[src/rtl/ws2811_pkg.sv]
// Shared types and width helpers for the WS2811 pixel streaming path.
package ws2811_pkg;

   typedef logic [23:0] rgb24_t;

   typedef enum logic [2:0] {
      ST_IDLE,
      ST_FETCH,
      ST_WAIT_ROM,
      ST_ISSUE,
      ST_WAIT_ACK,
      ST_WAIT_DONE,
      ST_DONE
   } seq_state_t;

   localparam int DEFAULT_UNITS_NUMBER          = 100;
   localparam int DEFAULT_PATTERN_COLORS_NUMBER = 128;
   localparam int DEFAULT_PATTERNS_NUMBER       = 4;
   localparam int DEFAULT_CW = $clog2(DEFAULT_PATTERN_COLORS_NUMBER);
   localparam int DEFAULT_PW = $clog2(DEFAULT_PATTERNS_NUMBER);

   // Index width for a count of n items; never narrower than one bit so a
   // single-entry table still gets a legal vector.
   function automatic int index_width(input int n);
      return (n > 1) ? $clog2(n) : 1;
   endfunction

endpackage

[src/rtl/pattern_index_control.sv]
// Pending pattern selector: wrap-around up/down counter driven by IR
// next/prev pulses. Simultaneous next and prev cancel out.
module pattern_index_control
   import ws2811_pkg::*;
#(
   parameter int  PATTERNS_NUMBER = DEFAULT_PATTERNS_NUMBER,
   localparam int PW              = index_width(PATTERNS_NUMBER)
)
(
   input  logic          clk,
   input  logic          reset,
   input  logic          next_cmd,
   input  logic          prev_cmd,
   output logic [PW-1:0] index
);

   // Step the index; power-of-two pattern count makes natural overflow the wrap.
   always_ff @(posedge clk) begin
      if (reset) begin
         index <= '0;
      end else if (next_cmd && !prev_cmd) begin
         index <= index + PW'(1);
      end else if (prev_cmd && !next_cmd) begin
         index <= index - PW'(1);
      end
   end

endmodule

[src/rtl/pixel_frame_sequencer.sv]
// Streams one frame of 24-bit colours from the pattern ROM into the WS2811
// transmitter, one word per LED, rotating the pattern by one colour per frame.
//
// Build option: PIXEL_FRAME_PENDING_TICK_EN -- when defined, a frame tick
// arriving mid-frame is remembered (one deep) and starts the next frame as
// soon as the sequencer returns to idle; otherwise such ticks are dropped.
//
// state        | meaning
// -------------+-------------------------------------------------------
// ST_IDLE      | waiting for a frame tick
// ST_FETCH     | present {active pattern, colour} to the ROM
// ST_WAIT_ROM  | one cycle of ROM read latency
// ST_ISSUE     | capture ROM word, strobe transmitter (when not busy)
// ST_WAIT_ACK  | wait for transmitter busy to rise
// ST_WAIT_DONE | wait for busy to fall, then next unit or finish
// ST_DONE      | one-cycle frame-done pulse
module pixel_frame_sequencer
   import ws2811_pkg::*;
#(
   parameter int  UNITS_NUMBER          = DEFAULT_UNITS_NUMBER,
   parameter int  PATTERN_COLORS_NUMBER = DEFAULT_PATTERN_COLORS_NUMBER,
   parameter int  PATTERNS_NUMBER       = DEFAULT_PATTERNS_NUMBER,
   localparam int CW                    = index_width(PATTERN_COLORS_NUMBER),
   localparam int PW                    = index_width(PATTERNS_NUMBER),
   localparam int UW                    = index_width(UNITS_NUMBER)
)
(
   input  logic             clkIN,
   input  logic             resetIN,
   input  logic             frameTickIN,
   input  logic             patternNextIN,
   input  logic             patternPrevIN,
   output logic [CW+PW-1:0] romAddressOUT,
   input  rgb24_t           romDataIN,
   input  logic             txBusyIN,
   output logic             txStartOUT,
   output rgb24_t           txDataOUT,
   output logic             frameActiveOUT,
   output logic             frameDoneOUT
);

   seq_state_t    state;
   seq_state_t    next_state;
   logic [UW-1:0] unit_index;
   logic [CW-1:0] colour_index;
   logic [CW-1:0] shift;
   logic [PW-1:0] active_pattern;
   logic [PW-1:0] pending_pattern;
   logic          tick_pending;
   logic          start_frame;
   logic          last_unit;

   pattern_index_control #(
      .PATTERNS_NUMBER (PATTERNS_NUMBER)
   ) u_pattern_index (
      .clk      (clkIN),
      .reset    (resetIN),
      .next_cmd (patternNextIN),
      .prev_cmd (patternPrevIN),
      .index    (pending_pattern)
   );

   assign start_frame    = (state == ST_IDLE) && (frameTickIN || tick_pending);
   assign last_unit      = (unit_index == UW'(UNITS_NUMBER - 1));
   assign frameActiveOUT = (state != ST_IDLE);
   assign frameDoneOUT   = (state == ST_DONE);

`ifdef PIXEL_FRAME_PENDING_TICK_EN
   // Remember one overrun tick; it is consumed by the idle cycle that follows.
   always_ff @(posedge clkIN) begin
      if (resetIN) begin
         tick_pending <= 1'b0;
      end else if (state == ST_IDLE) begin
         tick_pending <= 1'b0;
      end else if (frameTickIN) begin
         tick_pending <= 1'b1;
      end
   end
`else
   assign tick_pending = 1'b0;
`endif

   // Next-state decode for the per-unit handshake loop.
   always_comb begin
      next_state = state;
      unique case (state)
         ST_IDLE:      if (start_frame) next_state = ST_FETCH;
         ST_FETCH:     next_state = ST_WAIT_ROM;
         ST_WAIT_ROM:  next_state = ST_ISSUE;
         ST_ISSUE:     if (!txBusyIN) next_state = ST_WAIT_ACK;
         ST_WAIT_ACK:  if (txBusyIN) next_state = ST_WAIT_DONE;
         ST_WAIT_DONE: if (!txBusyIN) next_state = last_unit ? ST_DONE : ST_FETCH;
         ST_DONE:      next_state = ST_IDLE;
         default:      next_state = ST_IDLE;
      endcase
   end

   // State register plus the frame counters and registered ROM/transmit outputs.
   always_ff @(posedge clkIN) begin
      if (resetIN) begin
         state          <= ST_IDLE;
         unit_index     <= '0;
         colour_index   <= '0;
         shift          <= '0;
         active_pattern <= '0;
         romAddressOUT  <= '0;
         txDataOUT      <= '0;
         txStartOUT     <= 1'b0;
      end else begin
         state      <= next_state;
         txStartOUT <= 1'b0;
         unique case (state)
            ST_IDLE: begin
               if (start_frame) begin
                  unit_index     <= '0;
                  colour_index   <= shift;
                  shift          <= shift + CW'(1);
                  active_pattern <= pending_pattern;
               end
            end
            ST_FETCH: begin
               romAddressOUT <= {active_pattern, colour_index};
            end
            ST_ISSUE: begin
               // Holding off while busy keeps the strobe off a busy transmitter.
               if (!txBusyIN) begin
                  txDataOUT  <= romDataIN;
                  txStartOUT <= 1'b1;
               end
            end
            ST_WAIT_DONE: begin
               if (!txBusyIN && !last_unit) begin
                  unit_index   <= unit_index + UW'(1);
                  colour_index <= colour_index + CW'(1);
               end
            end
            default: begin
            end
         endcase
      end
   end

endmodule

[config.mk]
export PLATFORM = sky130hd
export DESIGN_NAME = pixel_frame_sequencer
export DESIGN_NICKNAME = d
export VERILOG_FILES = /design/src/rtl/ws2811_pkg.sv /design/src/rtl/pattern_index_control.sv /design/src/rtl/pixel_frame_sequencer.sv
export SDC_FILE = /design/constraint.sdc
export NUM_CORES = 1
export LEC_CHECK = 0
export BUFFER_PORTS_ARGS = -buffer_cell sky130_fd_sc_hd__buf_2
export CAP_MARGIN = 20
export CORE_ASPECT_RATIO = 0.75
export CORE_MARGIN = 2
export CORE_UTILIZATION = 53
export DETAILED_ROUTE_END_ITERATION = 8
export PLACE_DENSITY = 0.79
export SLEW_MARGIN = 20
export SYNTH_ARGS = -nofsm -noshare
export SYNTH_HDL_FRONTEND = slang
export SYNTH_SLANG_ARGS = --single-unit
[constraint.sdc]
create_clock -name clkIN -period 1.9 [get_ports clkIN]
set_clock_uncertainty 0.1 [all_clocks]
set_input_delay 0 -clock clkIN [delete_from_list [all_inputs] [get_ports clkIN]]
set_output_delay 0 -clock clkIN [all_outputs]
set_load 0.01 [all_outputs]
# Word-level counts from Yosys, hierarchy flattened
# Cells that the tools add are included.
[op_classes]
n_addsub = 5
n_eq_ne = 12
n_mux = 15
bitwise = 2
reduce_logical = 17
[ops]
columns = ["op", "count"]
rows = [
  ["7-bit 2-to-1 mux", 4],
  ["7-bit one-hot mux with 2 select lines", 2],
  ["7-bit by 1-bit adder with 7-bit output (second input constant)", 3],
  ["3-bit one-hot mux with 6 select lines", 1],
  ["3-bit 2-to-1 mux", 5],
  ["2-bit inequality test (second input constant)", 5],
  ["3-bit == test (second input constant)", 3],
  ["7-bit == test (second input constant)", 1],
  ["3-bit by 2-bit == test with 1-bit output (second input constant)", 2],
  ["1-bit logical AND", 4],
  ["1-bit logical NOT", 4],
  ["2-bit 2-to-1 mux", 2],
  ["2-bit AND reduction", 2],
  ["4-bit AND reduction", 1],
  ["2-bit nonzero test", 2],
  ["3-bit by 1-bit == test with 1-bit output (second input constant)", 1],
  ["3-bit logical NOT", 1],
  ["3-bit AND reduction", 1],
  ["3-bit nonzero test", 1],
  ["2-bit by 1-bit adder with 2-bit output (second input constant)", 1],
  ["1-bit NOT", 2],
  ["2-bit OR reduction", 1],
  ["2-bit by 1-bit subtractor with 2-bit output (second input constant)", 1],
  ["1-bit 2-to-1 mux", 1],
]
[word_totals]
regBits = 62
in_bits = 30
out_inout_bits = 36
word_cells = 60

# Logic depth before layout (Yosys ltp)
# Gate-level depths: netlist (run 1).
[logic_depth]
word_depth = 5
depth_mapped = 7

# By module
# Synthesis (run 1) repeated with hierarchy kept, for this count alone.
[hier_totals]
hier_cells = 315
hier_area_um2 = 2671.3
[modules_own_cells]
columns = ["mod", "n_inst", "cells_each", "area_each_um2", "seq_area_each_um2"]
rows = [
  ["pixel_frame_sequencer", 1, 305, 2577.5, 1201.2],
  ["pattern_index_control", 1, 10, 93.8, 40.0],
]

# Worst setup path after synthesis (run 1)
# Ideal clock, no wire load.
[synth_timing]
path_type = "reg2reg"
from = "register state[2]"
to = "register colour_index[2]"
setup_ns = 0.117
t_arrival_ns = 1.500
t_required_ns = 1.683
path_slack_ns = 0.183
stages_incl_launch_ff = 6
path_buffers = 2
cell_sequence = "dfxtp_1 buf_4 nor4b_2 buf_6 o22ai_1 a32o_1"
[synth_between]
elab_chain_cells = 4
elab_cells_between_ends = 8
cone_classes = "3 x eq/ne; 1 x mux; 4 x reduce/logical"
[synth_rtl]
columns = ["element", "line", "text"]
rows = [
  ["start: declaration", "pixel_frame_sequencer.sv:42", "seq_state_t state;"],
  ["start signal: assignment", "pixel_frame_sequencer.sv:110", "state <= next_state;"],
  ["3-bit logical NOT", "pixel_frame_sequencer.sv:63, pixel_frame_sequencer.sv:112", ""],
  ["1-bit logical AND", "pixel_frame_sequencer.sv:63", "assign start_frame = (state == ST_IDLE) && (frameTickIN || tick_pending);"],
  ["2-bit inequality test (no line)", "n/a", ""],
  ["3-bit AND reduction (no line)", "n/a", ""],
  ["end signal: assignment", "pixel_frame_sequencer.sv:116", "colour_index <= shift;"],
  ["end signal: assignment", "pixel_frame_sequencer.sv:134", "colour_index <= colour_index + CW'(1);"],
  ["end: declaration", "pixel_frame_sequencer.sv:45", "logic [CW-1:0] colour_index;"],
]
# Parallel ways exist; a longest one is shown, timed or not.
# A chain may end at the register's enable or synchronous reset.

# Final worst setup path (run 1)
[layout_timing]
from = "register unit_index[3]"
to = "register colour_index[3]"
[layout_between]
elab_chain_cells = 5
[layout_rtl]
columns = ["element", "line", "text"]
rows = [
  ["start: declaration", "pixel_frame_sequencer.sv:44", "logic [UW-1:0] unit_index;"],
  ["start signal: assignment", "pixel_frame_sequencer.sv:133", "unit_index <= unit_index + UW'(1);"],
  ["7-bit == test", "pixel_frame_sequencer.sv:64", "assign last_unit = (unit_index == UW'(UNITS_NUMBER - 1));"],
  ["1-bit logical NOT", "pixel_frame_sequencer.sv:132", "if (!txBusyIN && !last_unit) begin"],
  ["1-bit logical AND", "pixel_frame_sequencer.sv:132", ""],
  ["2-bit inequality test (no line)", "n/a", ""],
  ["3-bit AND reduction (no line)", "n/a", ""],
]
# Every way passes these cells.

==> metrics.cfg, run 1 <==
[outcome]
status = finished, final reports clean

[timing]
slew_headroom_pct = 65.9
fin_hold_ws_ns = 0.0257
fin_setup_tns_ns = 0
fin_crit_ns = 1.83
hold_viol = 0
rsz0062_at_grt = no
tightest_slew_ns = 0.511
post-route-period-util_pct = 96.4
slew_viol_final = 0
fmax_mhz = 546
finalSetupViolations = 0

[detailed_routing]
detail-route-antenna-nets = 0
wl_per_cell_um = 14.5
wirelength_um = 7050
drt_iter0_markers = 192
firstDrtPassIters = 5
route.detailed.drc = 0
num_vias = 2711
viasPerCell = 5.59

[pwr]
switching_share_pct = 24.8
p_comb_share_pct = 12.9
seqPwrFrac_pct = 48.6
power_density_nw_per_um2 = 780
p_leak_nw = 1.52
irDropWorstVdd_mv = 0.381
p_int_mw = 2.11
power_mw = 2.81
clkPwrFrac_pct = 38.5
switchingPower_mw = 0.697

[cells_and_area]
seqCellArea_um2 = 1240
multi_input_area_um2 = 1390
nFillCells = 375
layout-drive-gt1-share_pct = 24.9
syn_to_final_growth_pct = 31.7
diodes = 0
layout.cells.non_filler = 485
nNetsFinal = 454

[logic_synthesis]
yosysTopAreaCellShare_pct = 45.4
yosys-top-cells-count = nand2_1 (74), dfxtp_1 (62), a21oi_1 (37)
synth_top_area_cell = dfxtp_1
syn_avg_cell_area_um2 = 8.47
yosys_warnings = 0
synth_enable_flop_cells = 0
synthesis.nets = 357
syn-cell-area_um2 = 2740
synth_most_common_cell = nand2_1
yosysSeqAreaShare_pct = 45.4
synth-seq-cells = 62
ys.flop_type = dfxtp_1
ys_types = 46
async_flop_share_pct = 0
synth_cells = 323
synth.area.top_cells = dfxtp_1 (45%), nand2_1 (10%), a21oi_1 (6.8%)

[setup_path]
reg2reg_setup_slack_ns = 0.07
crit_fanout = 9
crit_family = compound AO/OA/AOI/OAI gates
critPathSlowestCell = a311oi_4
r2r_cells = 4
cp_cell_sequence = nor4b_2 -> a311oi_4 -> o21ai_0 -> a31o_2
timing.rr.end = colour_index[3]$_SDFFE_PP0P_
crit_arrival_ns = 1.97
r2r_start = unit_index[3]$_SDFFE_PP0P_
worst-path-buf-inv = 0
worstPathRequired_ns = 2.04
cp-start-kind = flop
crit_type = flop to flop
end_kind = flop
crit_path_max_incr_delay_ns = 0.54

[floorplanning]
die_w_um = 87.0
io-pin-count = 66
die-height_um = 66.2
rows = 22
core-area_um2 = 4930
start_util_pct = 55.5
die_area_um2 = 5760

[global_routing]
grt_pass1_wl_um = 11100
grt_max_degree = 26
grt_overflow_total = 0
track_usage_pct = 25.4
grt_pass1_vias = 2456
antenna_found_initial = 0

[min_path]
hold_start = frameTickIN
hold_path.class = input pin to flop
holdPathStages = 4
hold_end = state[0]$_SDFFE_PP0P_

[clock_network]
cts_tree = built
cts.sinks = 62
path_clk_slew_ns = 0.06
cts-buffers-inserted = 9
clk_latency_ns = 0.34
cts_max_level = 3
clk_path_buf_depth = 2
cts_root_buf = clkbuf_8

[placed_design]
dp.cells = 442
port-buffer-count = 65
gp_congestion = 0.871
hpwl_um = 4240

[flow_run]
drv_cap = 0

==> cells by family (layout without fill, tap and decap cells) <==
| kind of cell | after synthesis | count (layout) | synth area share [%] |
|---|---|---|---|
| fa+ha+maj | 4 | 4 | 1.83 |
| compound gates | 75 | 76 | 17.1 |
| flops | 62 | 62 | 45.4 |
| xor+xnor | 8 | 8 | 2.56 |
| mux | 10 | 10 | 3.71 |
| buf+inv | 26 | 127 | 5.26 |
| simple gates | 138 | 138 | 24.2 |
==> sequential cells by signal, indices dropped and copies added (netlist names) <==
register / flops
txDataOUT: 24
colour_index: 7
unit_index: 7
active_pattern: 2
txStartOUT: 1
state: 3
shift: 7
romAddressOUT: 9
u_pattern_index.index: 2
==> cell usage in the layout, fill, tap and decap left out, types with 3 or more instances in the layout <==
master / count
buf_2: 65
and3_1: 4
nand3_1: 7
dfxtp_1: 61
a21oi_1: 37
or3_1: 8
nand3b_1: 3
ha_1: 3
clkbuf_8: 9
buf_4: 15
xor2_1: 7
nand2_1: 74
a31o_2: 4
a221oi_1: 4
o21ai_0: 11
clkbuf_1: 3
nor2b_1: 3
nand4_1: 4
nor2_1: 20
inv_1: 5
mux2i_1: 9
dlygate4sd3_1: 26
==> tightest hold or removal path: stages <==
cell	delay, ns
buf_2	0.13
nor2_1	0.08
o211ai_1	0.08
o211a_1	0.13
==> layer usage <==
layer | GRT usage, % | vias up | part of all wire [%]
met4 | 11.3 | 0 | 2.3
li1 | - | 1332 | -
met5 | 0 | - | 0
met1 | 29.0 | 1264 | 42
met3 | 8.86 | 18 | 6.0
met2 | 42.7 | 97 | 50
==> metrics by stage <==
stage,instance area [um2],utilization (%),setup WS [ns]
global route,3600,73.1,0.00223
global placement,3130,63.5,0.0383
CTS,3590,72.8,0.0482
detailed placement,3130,63.5,0.0191
finish,3600,73.1,0.0693
floorplan,2740,-,0.183
==> worst max path at each step <==
stage,end,depth (start not counted),startpoint
final,colour_index[3]$_SDFFE_PP0P_,4,unit_index[3]$_SDFFE_PP0P_
after global routing,unit_index[2]$_SDFFE_PP0P_,4,unit_index[5]$_SDFFE_PP0P_
after CTS,colour_index[0]$_SDFFE_PP0P_,4,unit_index[3]$_SDFFE_PP0P_
after detailed placement,colour_index[3]$_SDFFE_PP0P_,4,unit_index[0]$_SDFFE_PP0P_
after global placement,unit_index[2]$_SDFFE_PP0P_,4,unit_index[0]$_SDFFE_PP0P_
after floorplan,colour_index[2]$_SDFFE_PP0P_,5,state[2]$_SDFFE_PP0P_
==> layout make-up <==
type | instances | area share, %
Clock buffer | 12 | 3.75
Inverter | 5 | 0.521
Multi-Input combinational cell | 236 | 38.5
Tap cell | 60 | 2.08
Sequential cell | 62 | 34.5
Clock inverter | 4 | 1.32
Timing Repair Buffer | 106 | 19.4
==> timing repair <==
item / 4_1_cts / 5_1_grt
hold buffers: 26 / 0
gates resized for setup: 2 / 3
cloned: 0 / 1
buffers inserted: 0 / 0
hold endpoints to repair: 27 / 0
pin swaps: 0 / 0
setup endpoints to repair: 2 / 9
==> power groups by stage <==
stage	Clock (mW)	Combinational, mW	Sequential [mW]
4_1_cts	1.10	0.356	1.37
5_1_grt	1.15	0.397	1.37
3_3_place_gp	0	0.304	1.39
3_5_place_dp	0	0.308	1.39
2_1_floorplan	0	0.195	1.40
6_report	1.08	0.363	1.37
Power figures use the tool's default switching activity.
==> run 2, diff against run 1 <==
- CORE_UTILIZATION: 53 -> 55
- CTS_BUF_LIST: default -> sky130_fd_sc_hd__clkbuf_4 sky130_fd_sc_hd__clkbuf_8
- PLACE_DENSITY: 0.79 -> 0.82
==> run 2 against run 1 <==
Via count grew 2.2%. Global-route usage increased by 2.7 points. Setup slack improved by 0.018 ns. Count of clock-buffer cells in the layout decreased by 1. Fmax is 0.99% higher. Critical path depth grew 1. Hold slack better by 0.0027 ns. Register-to-register slack better by 0.02 ns. Critical endpoint is now colour_index[6]$_SDFFE_PP0P_.
==> metrics.cfg, run 2 (synthesis gave the netlist of run 1 again) <==
[outcome]
status = finished, final reports clean

[setup_path]
r2r_start = colour_index[0]$_SDFFE_PP0P_
reg2reg_setup_slack_ns = 0.09
crit_path_max_incr_delay_ns = 0.51
worstPathRequired_ns = 2.09
cp_cell_sequence = ha_2 -> nand3_2 -> or4_1 -> a221oi_2 -> a31o_2
crit_fanout = 4
r2r_cells = 5
crit_family = simple AND/OR/NAND/NOR gates
crit_arrival_ns = 2.00
worst-path-buf-inv = 0
crit_type = flop to flop
timing.rr.end = colour_index[6]$_SDFFE_PP0P_
end_kind = flop
critPathSlowestCell = or4_1
cp-start-kind = flop

[clock_network]
clk_path_buf_depth = 2
cts.sinks = 62
cts_max_level = 3
clk_latency_ns = 0.35
cts-buffers-inserted = 9
cts_tree = built
cts_root_buf = clkbuf_8
path_clk_slew_ns = 0.07

[pwr]
p_int_mw = 2.27
clkPwrFrac_pct = 42.1
irDropWorstVdd_mv = 0.602
power_mw = 3.00
p_leak_nw = 1.54
p_comb_share_pct = 12.4
seqPwrFrac_pct = 45.6
switchingPower_mw = 0.728
switching_share_pct = 24.3
power_density_nw_per_um2 = 825

[cells_and_area]
nNetsFinal = 455
layout_commonest_cell = nand2_1
final_cell_area_um2 = 3630
top_register = txDataOUT
layout-drive-gt1-share_pct = 26.1
largest_register_ffs = 24
final_util_pct = 75.0
diodes = 0
largestRegisters = txDataOUT (24), romAddressOUT (9)
final_cell_mix = nand2_1 (74), buf_2 (65), dfxtp_1 (62)
syn_to_final_growth_pct = 32.9
layout.cells.non_filler = 485

[flow_run]
drv_cap = 0

[min_path]
hold_start = patternPrevIN
hold_end = u_pattern_index.index[0]$_SDFFE_PP0P_
hold_path.class = input pin to flop
holdPathStages = 5

[timing]
slew_headroom_pct = 71.2
tightest_slew_ns = 0.429
fin_setup_tns_ns = 0
fmax_mhz = 552
fin_ws_ns = 0.0872
hold_viol = 0
rsz0062_at_grt = yes
post-route-period-util_pct = 95.4
slew_viol_final = 0
fin_hold_ws_ns = 0.0283
finalSetupViolations = 0
fin_crit_ns = 1.81

[global_routing]
antenna_found_initial = 0
track_usage_pct = 28.0
grt_pass1_wl_um = 12100
grt_overflow_total = 0
grt_pass1_vias = 2549
grt_max_degree = 28

[floorplanning]
io-pin-count = 66
start_util_pct = 56.5
die_area_um2 = 5560
die-height_um = 65.1
core-area_um2 = 4840
die_w_um = 85.4
rows = 22

[detailed_routing]
wirelength_um = 7550
firstDrtPassIters = 5
wl_per_cell_um = 15.6
num_vias = 2771
viasPerCell = 5.71
drt_iter0_markers = 317
route.detailed.drc = 0
detail-route-antenna-nets = 0

[placed_design]
pre_cts_slack_ns = -0.00898
dpl-instance-area_um2 = 3130
hpwl_um = 4400
port-buffer-count = 65
gp_congestion = 0.834
dp.cells = 442

## run 2: power by group through the flow
stage	registers, mW	logic, mW	clock network, mW
global placement	1.39	0.298	0
CTS	1.37	0.350	1.25
floorplan	1.40	0.195	0
detailed placement	1.39	0.304	0
finish	1.37	0.371	1.26
global route	1.37	0.401	1.34
## run 2: worst max-delay path by stage
stage                                  from                            to  slack [ns]  cells after the start
3_5_place_dp     unit_index[2]$_SDFFE_PP0P_    unit_index[2]$_SDFFE_PP0P_      -0.009                      4
3_3_place_gp     unit_index[2]$_SDFFE_PP0P_  colour_index[4]$_SDFFE_PP0P_        0.11                      4
6_report       colour_index[0]$_SDFFE_PP0P_  colour_index[6]$_SDFFE_PP0P_        0.09                      5
2_1_floorplan         state[2]$_SDFFE_PP0P_  colour_index[2]$_SDFFE_PP0P_        0.18                      5
4_1_cts          unit_index[2]$_SDFFE_PP0P_  colour_index[0]$_SDFFE_PP0P_        0.08                      4
5_1_grt          unit_index[2]$_SDFFE_PP0P_  colour_index[5]$_SDFFE_PP0P_      -0.002                      4
## run 2: final cells by class
type / count / area [um2]
timing repair buffer: 108 / 713
inverter: 5 / 18.8
multi-input combinational: 235 / 1380
tap: 60 / 75.1
sequential: 62 / 1240
fill: 306 / 1210
clock inverter: 4 / 72.6
clock buffer: 11 / 139
## run 2: worst reg2reg max path, delay by kind of cell (launching register included)
kind	cells	cell delay [ns]
compound gates	2	0.41
fa+ha+maj	1	0.23
flops	1	0.38
simple gates	2	0.64
## run 2: timing repair
| item | in CTS | in global routing |
|---|---|---|
| pin swaps | 0 | 2 |
| setup endpoints to repair | 5 | 6 |
| hold buffers | 26 | 0 |
| gates resized for setup | 1 | 4 |
| setup buffers | 0 | 2 |
| hold endpoints to repair | 29 | 0 |
## run 2: routing by layer
| metal | share of wire, % | global-route usage (%) |
|---|---|---|
| met5 | 0 | 0 |
| met2 | 51 | 47.3 |
| met1 | 41 | 33.7 |
| met3 | 6.2 | 8.79 |
| met4 | 2.3 | 10.3 |
==> run 3, diff against run 2 <==
- ABC_AREA: default -> 1
- MAX_ROUTING_LAYER: default -> met4
- PLACE_DENSITY: 0.82 -> 0.81
==> run 3 against run 2 <==
Die area is 2.3% higher. Utilization is 1.1 points lower. Largest cell class unchanged. Largest power group unchanged. Routed wire length is 13% lower. Critical path depth is 3 higher. Synthesized cell count is 16% higher. Setup slack better by 0.14 ns. Register-to-register slack better by 0.14 ns. Global-route usage is 3.7 points lower. Non-clock buffer count is 10 lower. First-iteration DRC count is 48% lower. Hold slack worse by 0.0039 ns.
==> metrics.cfg, run 3 <==
[logic_synthesis]
async_flop_share_pct = 0
synth_top_area_cell = dfxtp_1
synthesis.nets = 410
synth_most_common_cell = nor2_1
syn-cell-area_um2 = 2800
synth_enable_flop_cells = 0
synth.area.top_cells = dfxtp_1 (44%), nor2_1 (10%), o21ai_0 (9.1%)
yosys-top-cells-count = nor2_1 (78), dfxtp_1 (62), o21ai_0 (51)
yosys_warnings = 0
synth-seq-cells = 62
synth_cells = 376
ys_types = 30
syn_avg_cell_area_um2 = 7.45
yosysSeqAreaShare_pct = 44.3
yosysTopAreaCellShare_pct = 44.3
ys.flop_type = dfxtp_1

[floorplanning]
rows = 22
start_util_pct = 57.2
die_area_um2 = 5690
core-area_um2 = 4900
die-height_um = 65.8
die_w_um = 86.4
io-pin-count = 66

[clock_network]
cts-buffers-inserted = 9
cts_root_buf = clkbuf_8
postCtsSetupRepairBufs = 0
cts.sinks = 62
clk_path_buf_depth = 2
clk_latency_ns = 0.34
cts_max_level = 3
path_clk_slew_ns = 0.06
cts_tree = built

[setup_path]
crit_arrival_ns = 1.85
cp-start-kind = flop
reg2reg_setup_slack_ns = 0.23
crit_fanout = 8
r2r_start = state[2]$_SDFFE_PP0P_
worstPathRequired_ns = 2.07
end_kind = flop
crit_type = flop to flop
crit_start = state[2]$_SDFFE_PP0P_

[cells_and_area]
layout-drive-gt1-share_pct = 25.5
syn_to_final_growth_pct = 29.3
final_util_pct = 74.0
largest_register_ffs = 24
top_register = txDataOUT
nFillCells = 376
layout_commonest_cell = nor2_1
layout.cells.non_filler = 535
largestRegisters = txDataOUT (24), romAddressOUT (9)
diodes = 0
final_cell_mix = nor2_1 (77), buf_2 (65), dfxtp_1 (62)
nNetsFinal = 504

[detailed_routing]
top_layer_used = met4
wl_per_cell_um = 12.3
detail-route-antenna-nets = 0
firstDrtPassIters = 4
viasPerCell = 5.04
route.detailed.drc = 0
num_vias = 2697
route.met2.wl_um = 3020
wl_met3_um = 323
drt_iter0_markers = 165
wl_met1_um = 3110
wirelength_um = 6560

[timing]
slew_headroom_pct = 69.7
fin_crit_ns = 1.67
fmax_mhz = 597
post-route-period-util_pct = 88.1
rsz0062_at_grt = no
finalSetupViolations = 0
hold_viol = 0
fin_setup_tns_ns = 0
fin_ws_ns = 0.225
slew_viol_final = 0
tightest_slew_ns = 0.453

[placed_design]
port-buffer-count = 65
pre_cts_slack_ns = 0.179
hpwl_um = 4110
gp_congestion = 0.907
dp.cells = 491

[global_routing]
grt_pass1_vias = 2333
grt_max_degree = 36
antenna_found_initial = 0
track_usage_pct = 24.4
grt_pass1_wl_um = 10400
grt_overflow_total = 0

[pwr]
switchingPower_mw = 0.983
switching_share_pct = 30.2
p_comb_share_pct = 20.9
p_int_mw = 2.28
irDropWorstVdd_mv = 0.654
power_density_nw_per_um2 = 899
clkPwrFrac_pct = 32.8
p_leak_nw = 1.64
seqPwrFrac_pct = 46.2

[min_path]
hold_path.class = input pin to flop
hold_start = patternPrevIN

[flow_run]
drv_cap = 0

[outcome]
status = finished, final reports clean

run 3: cell count changes after synthesis, moves of 13 or more:
| cell | delta |
|---|---|
| inv_1 | +31 |
| o21ai_0 | +39 |
| nand2_1 | -35 |
| a21oi_1 | -14 |
| nand2_2 | +13 |
| nor2_1 | +58 |
run 3: power groups by stage:
stage | sequential [mW] | clock [mW] | combinational [mW]
detailed placement | 1.53 | 0 | 0.627
floorplan | 1.55 | 0 | 0.453
CTS | 1.50 | 1.09 | 0.677
global placement | 1.53 | 0 | 0.619
global route | 1.52 | 1.15 | 0.766
finish | 1.51 | 1.07 | 0.683
run 3: repair_timing:
action / CTS / global route
hold endpoints to repair: 27 / 0
gates resized for setup: 0 / 1
hold buffers: 28 / 0
setup endpoints to repair: 0 / 2
run 3: kinds of logic (layout without fill, tap and decap cells):
family,after synthesis,in the layout,share of synthesized area [%]
compound gates,90,90,17.8
buf+inv,54,153,8.49
flops,62,62,44.3
xor+xnor,3,3,0.938
fa+ha+maj,4,4,1.79
simple gates,163,163,26.7
run 3: through the flow:
| stage | instance area (um2) | hold slack [ns] | power (mW) |
|---|---|---|---|
| finish | 3620 | 0.0244 | 3.26 |
| global route | 3620 | 0.0176 | 3.44 |
| CTS | 3620 | 0.0161 | 3.27 |
| detailed placement | 3150 | 0.157 | 2.16 |
| global placement | 3150 | 0.149 | 2.15 |
| floorplan | 2800 | 0.0643 | 2.00 |
run 3: path summary, 6_finish.rpt:
kind | depth (start not counted) | end
setup / recovery | 8 | colour_index[0]$_SDFFE_PP0P_
hold reg to reg | 2 | romAddressOUT[3]$_SDFFE_PP0N_
setup reg to reg | 8 | colour_index[0]$_SDFFE_PP0P_
hold / removal | 5 | u_pattern_index.index[0]$_SDFFE_PP0P_
run 3: per-layer routing:
metal / up-vias / track usage, %
met5: - / -
met4: 0 / 6.64
met3: 14 / 8.99
met2: 70 / 38.3
met1: 1202 / 29.8
li1: 1411 / -
run 3: final cells by class:
type	instances	area (um2)	area share [%]
multi-input combinational	260	1330	36.6
sequential	62	1240	34.3
timing repair buffer	98	643	17.7
clock buffer	13	173	4.77
inverter	39	149	4.11
tap	60	75.1	2.07
clock inverter	3	17.5	0.483
run 3: critical path, stage by stage (launching register included):
cell and delay (ns):
dfxtp_1 0.50, inv_1 0.17, nand3_2 0.11, nand2_2 0.07
inv_2 0.11, nand2_1 0.08, nor2_2 0.23, nand2_1 0.12
a21oi_2 0.13
